==> config.mk <==
export PLATFORM = sky130hd
export DESIGN_NAME = fpga_srl_mem_flat
export DESIGN_NICKNAME = d
export VERILOG_FILES = /design/src/rtl/fpga_srl_mem_if.sv /design/src/rtl/fpga_srl_mem.sv /design/src/flat_wrapper.sv
export SDC_FILE = /design/constraint.sdc
export NUM_CORES = 1
export LEC_CHECK = 0
export ABC_AREA = 1
export CORE_MARGIN = 2
export CORE_UTILIZATION = 65
export DETAILED_ROUTE_END_ITERATION = 6
export PLACE_DENSITY = 0.84
export SLEW_MARGIN = 25
export SYNTH_ARGS = -nofsm -noshare
export SYNTH_HDL_FRONTEND = slang
export SYNTH_SLANG_ARGS = --single-unit
==> constraint.sdc <==
create_clock -name clk -period 1.6 [get_ports clk]
set_input_delay 0.24 -clock clk [delete_from_list [all_inputs] [get_ports clk]]
set_output_delay 0.24 -clock clk [all_outputs]
set_load 0.05 [all_outputs]
==> src/rtl/fpga_srl_mem_if.sv <==
// ----------------------------------------------------------------------------
// fpga_srl_mem_if
//   Bus bundle for the addressable shift-register store fpga_srl_mem.
//   Optional macro: FPGA_SRL_DOUT_REG_EN adds the registered tap output dout_q.
//
//   Signals
//     din       DWIDTH  word shifted into stage 0 on a write
//     we        1       shift enable, sampled on the rising clock edge
//     addr      AWIDTH  tap select, 0 = newest word, 2**AWIDTH-1 = oldest stage
//     dout_comb DWIDTH  combinational read of stage[addr]
//     dout_q    DWIDTH  registered copy of dout_comb (FPGA_SRL_DOUT_REG_EN only)
//
//   Modports
//     master : the user of the store (FIFO controller, testbench)
//     slave  : the store itself
// ----------------------------------------------------------------------------
interface fpga_srl_mem_if #(
  parameter int DWIDTH = 16,
  parameter int AWIDTH = 4
);
  logic [DWIDTH-1:0] din;
  logic              we;
  logic [AWIDTH-1:0] addr;
  logic [DWIDTH-1:0] dout_comb;
`ifdef FPGA_SRL_DOUT_REG_EN
  logic [DWIDTH-1:0] dout_q;
`endif

  modport master (
    output din,
    output we,
    output addr,
`ifdef FPGA_SRL_DOUT_REG_EN
    input  dout_q,
`endif
    input  dout_comb
  );

  modport slave (
    input  din,
    input  we,
    input  addr,
`ifdef FPGA_SRL_DOUT_REG_EN
    output dout_q,
`endif
    output dout_comb
  );
endinterface

==> src/rtl/fpga_srl_mem.sv <==
// ----------------------------------------------------------------------------
// fpga_srl_mem
//   Addressable shift-register storage: 2**AWIDTH stages of DWIDTH bits with a
//   combinational tap read at a selectable depth. Used as the storage element
//   of shallow synchronous FIFOs, where addr carries the occupancy-1 pointer
//   and dout_comb is the look-ahead output.
//   Optional macro: FPGA_SRL_DOUT_REG_EN adds a registered tap output dout_q.
//
//   Ports
//     clk     input   single clock, all state changes on its rising edge
//     arst_n  input   asynchronous active-low reset, clears every stage
//     bus     slave   din / we / addr in, dout_comb (and dout_q) out
// ----------------------------------------------------------------------------
module fpga_srl_mem #(
  parameter int DWIDTH = 16,
  parameter int AWIDTH = 4
) (
  input  logic           clk,
  input  logic           arst_n,
  fpga_srl_mem_if.slave  bus
);
  localparam int DEPTH = 2 ** AWIDTH;

  logic [DWIDTH-1:0] stage_reg  [DEPTH];
  logic [DWIDTH-1:0] stage_next [DEPTH];

  // Shifted image of the chain: the new word enters at stage 0 and every
  // other stage takes its predecessor; the oldest word falls off the end.
  assign stage_next[0] = bus.din;
  generate
    for (genvar gi = 1; gi < DEPTH; gi++) begin : g_shift
      assign stage_next[gi] = stage_reg[gi-1];
    end
  endgenerate

  // No full/empty guard here: the caller owns overflow protection.
  always_ff @(posedge clk or negedge arst_n) begin
    if (!arst_n) begin
      for (int i = 0; i < DEPTH; i++) begin
        stage_reg[i] <= '0;
      end
    end else if (bus.we) begin
      stage_reg <= stage_next;
    end
  end

  // Every addr value selects a real stage, so there is no out-of-range case.
  assign bus.dout_comb = stage_reg[bus.addr];

`ifdef FPGA_SRL_DOUT_REG_EN
  logic [DWIDTH-1:0] dout_q_reg;

  // Samples the pre-edge tap, i.e. one cycle behind addr and contents.
  always_ff @(posedge clk or negedge arst_n) begin
    if (!arst_n) begin
      dout_q_reg <= '0;
    end else begin
      dout_q_reg <= stage_reg[bus.addr];
    end
  end

  assign bus.dout_q = dout_q_reg;
`endif

endmodule

==> src/flat_wrapper.sv <==
// flat-port wrapper written by rule: the top's interface ports become plain ports
module fpga_srl_mem_flat 
#(
  parameter int DWIDTH = 16,
  parameter int AWIDTH = 4
)
  (clk, arst_n, bus_din, bus_we, bus_addr, bus_dout_comb);
  fpga_srl_mem_if #(.DWIDTH(DWIDTH), .AWIDTH(AWIDTH)) bus_i ();
  input  logic clk;
  input  logic arst_n;
  input wire logic [$bits(bus_i.din)-1:0] bus_din;
  input wire logic [$bits(bus_i.we)-1:0] bus_we;
  input wire logic [$bits(bus_i.addr)-1:0] bus_addr;
  output wire logic [$bits(bus_i.dout_comb)-1:0] bus_dout_comb;
  assign bus_i.din = bus_din;
  assign bus_i.we = bus_we;
  assign bus_i.addr = bus_addr;
  assign bus_dout_comb = bus_i.dout_comb;
  fpga_srl_mem #(.DWIDTH(DWIDTH), .AWIDTH(AWIDTH)) u_core (.clk(clk), .arst_n(arst_n), .bus(bus_i));
endmodule
==> qor.yml <==
outcome:
  status: "finished with violations"
  violations: "setup timing"
layout:
  drive_above_1_share: 0.2933
  area_growth_pct: 27.36
  fin_util: 0.8447
  nets: 1770
  multi_input_area_mm2: 0.005195
  largest_reg_flops: 240
  ff_latch_area_mm2: 0.006406
  fill_cells: 843
power_and_ir_drop:
  finalPower_mw: 18.84
  combinationalPowerShare: 0.245
  seq_power_share: 0.430
  power.switching_mw: 6.020
  leakagePower_nw: 7.772
  power.share.clock: 0.325
  vdd_ir_drop_max_mv: 1.239
  intPower_mw: 12.82
  power_density_mw_per_mm2: 1192
  switching_share: 0.3195
grt:
  grt_start_max_net_pins: 106
  antenna_found_initial: 1
  grt_pass1_vias: 11150
  grt.overflow.total: 0
  grt_pass1_wl_um: 54280
  grtUsageTotal: 0.3316
clock_tree:
  cts_tree: "done"
  clock_latency_ps: 540
  cts_sinks: 256
  cts_buffer_depth: 3
  cts_made_buffers: 27
  clk_pin_slew_worst_paths_ps: 70
  cts_root_buf: "clkbuf_16"
  h-tree-depth: 1
timing:
  period_share: 1.248
  fmax_mhz: 500.9
  grt_setup_unrepaired: "true"
  fin_ws_ps: -396.4
  hold_ws_ps: 18.29
  hold_violations: 0
  drv_slew: 0
  fin_skew_ps: 16.48
  period_minus_slack_ps: 1996
  tightest_slew_ps: 473.4
  finalSetupViolations: 17
  max_slew_margin: 0.6844
die:
  die-area_mm2: 0.02021
  ioPinCount: 39
  die_w_um: 142.2
  start_util: 0.6633
  core_mm2: 0.01871
  rows: 50
  die_height_um: 142.2
placement:
  globalplace.congestion: 0.8320
  port_buffers: 38
  hpwl_um: 17420
run:
  max-cap-violations: 0
synth:
  synth_area_mm2: 0.01241
  avgSynthCellArea_um2: 7.602
  yosysTopAreaCell: "dfrtp_1"
  synth_seq_area_share: 0.5163
  synthTopCellsByArea: "dfrtp_1 (52%), nand2_1 (16%), nand3_1 (9.0%)"
  syn-instance-count: 1632
  synth_cell_types: 12
  synth_top_area_share: 0.5163
  yosysWarnings: 0
  ys_ff_latch: 256
  synth_nets: 1655
worst_setup_path:
  cp_max_fo: 2
  crit_path_start_kind: "flip-flop"
  worstPathRequired_ps: 1360
  worstSetupPathType: "flip-flop to output port"
  critPathArrivalTime_ps: 1760
  endpoint_kind: "output port"
  worstRegToRegCells: 12
min_path:
  hp-class: "input port to flip-flop"
  hold_path_depth: 2
detailed_routing:
  antenna_left: 0
  initialDrtViolationCount: 1842
  wire_per_inst_um: 19.70
  drtPass1Iterations: 7
  drcViolationCount: 0
  num_vias: 12440
  postRouteWirelength_um: 39410
  via_per_inst: 6.216
-- cell usage in the layout, fill, tap and decap left out, drive strengths merged --
cell type      Yosys  routed
inv              260     260
clkbuf            33      46
bufinv             0       1
o21ai            256     256
dlygate4sd3        0       1
buf               75     175
nand3            224     224
clkinv             0       1
diode              0       1
nand2            528     528
clkdlybuf4s50      0      17
dlygate4sd2        0       1
dfrtp            256     256
-- power by group through the flow --
stage,sequential [mW],combinational [mW],clock (mW)
5_1_grt,8.16,4.98,6.37
6_report,8.10,4.62,6.12
2_1_floorplan,7.89,2.20,0
4_1_cts,7.93,3.80,6.06
3_3_place_gp,7.96,3.10,0
3_5_place_dp,8.01,3.21,0
-- worst max-delay path, stage by stage, from the launching register on --
cell     delay (ps)
dfrtp_1         400
inv_1           110
nand2_1          90
nand3_1         140
nand3_1         150
nand3_2         140
nand2_4          70
buf_12          140
-- synth_stat cells (all sizes together) --
| cell type | instances |
|---|---|
| nand2 | 528 |
| inv | 260 |
| dfrtp | 256 |
| o21ai | 256 |
| nand3 | 224 |
| buf | 75 |
| clkbuf | 33 |
-- cells by family after synthesis --
family | Yosys count | synth area share
simple gates | 752 | 0.2501
buf+inv | 368 | 0.1303
flops | 256 | 0.5163
compound gates | 256 | 0.1033
-- routing by layer --
metal	track usage	share of wire	vias up
li1	-	-	5319
met1	0.4501	0.36	5897
met2	0.5367	0.48	989
met4	0.1353	0.057	0
met5	0	0	-
met3	0.05619	0.10	233
-- worst paths after layout --
kind | start | endpoint | slack [ps]
max | u_core.stage_next[54] | bus_dout_comb[6] | -400
min | bus_we | u_core.stage_next[43] | 20
max reg2reg | u_core.stage_next[123] | u_core.stage_next[123] | -210
min reg2reg | u_core.stage_next[143] | u_core.stage_next[127] | 480
max in group asynchronous | arst_n | u_core.stage_next[91] | 700
min in group asynchronous | arst_n | u_core.stage_next[37] | 230
-- final cells by class --
| type | instances | share of cell area |
|---|---|---|
| diodes | 1 | 0.0001584 |
| multi-input cells | 1008 | 0.3288 |
| clock buffers | 46 | 0.05107 |
| repair buffers | 194 | 0.1319 |
| well taps | 234 | 0.01853 |
| flip-flops and latches | 256 | 0.4054 |
| inverters | 260 | 0.06192 |
| clock inverters | 2 | 0.002217 |
-- repair_timing --
action | in CTS | in global routing
pin swaps | 60 | 69
buffers inserted | 58 | 52
resized for setup | 149 | 180
setup endpoints to repair | 16 | 18
cloned | 0 | 0
hold buffers | 1 | 0
endpoints found under the hold margin | 44 | 0
-- stage by stage --
| stage | setup slack (ps) | instance area [µm²] | cells | TNS [ps] |
|---|---|---|---|---|
| 5_1_grt | -436.3 | 15800 | 2001 | -5023 |
| 4_1_cts | -198.6 | 15020 | 1949 | -2916 |
| 3_5_place_dp | -222.6 | 13260 | 1842 | -3138 |
| 6_report | -396.4 | 15800 | 2001 | -4402 |
| 3_3_place_gp | -197.3 | 13260 | 1842 | -2704 |
| 2_1_floorplan | 104.4 | 12410 | 1632 | 0 |
(Power assumes the default switching activity.)
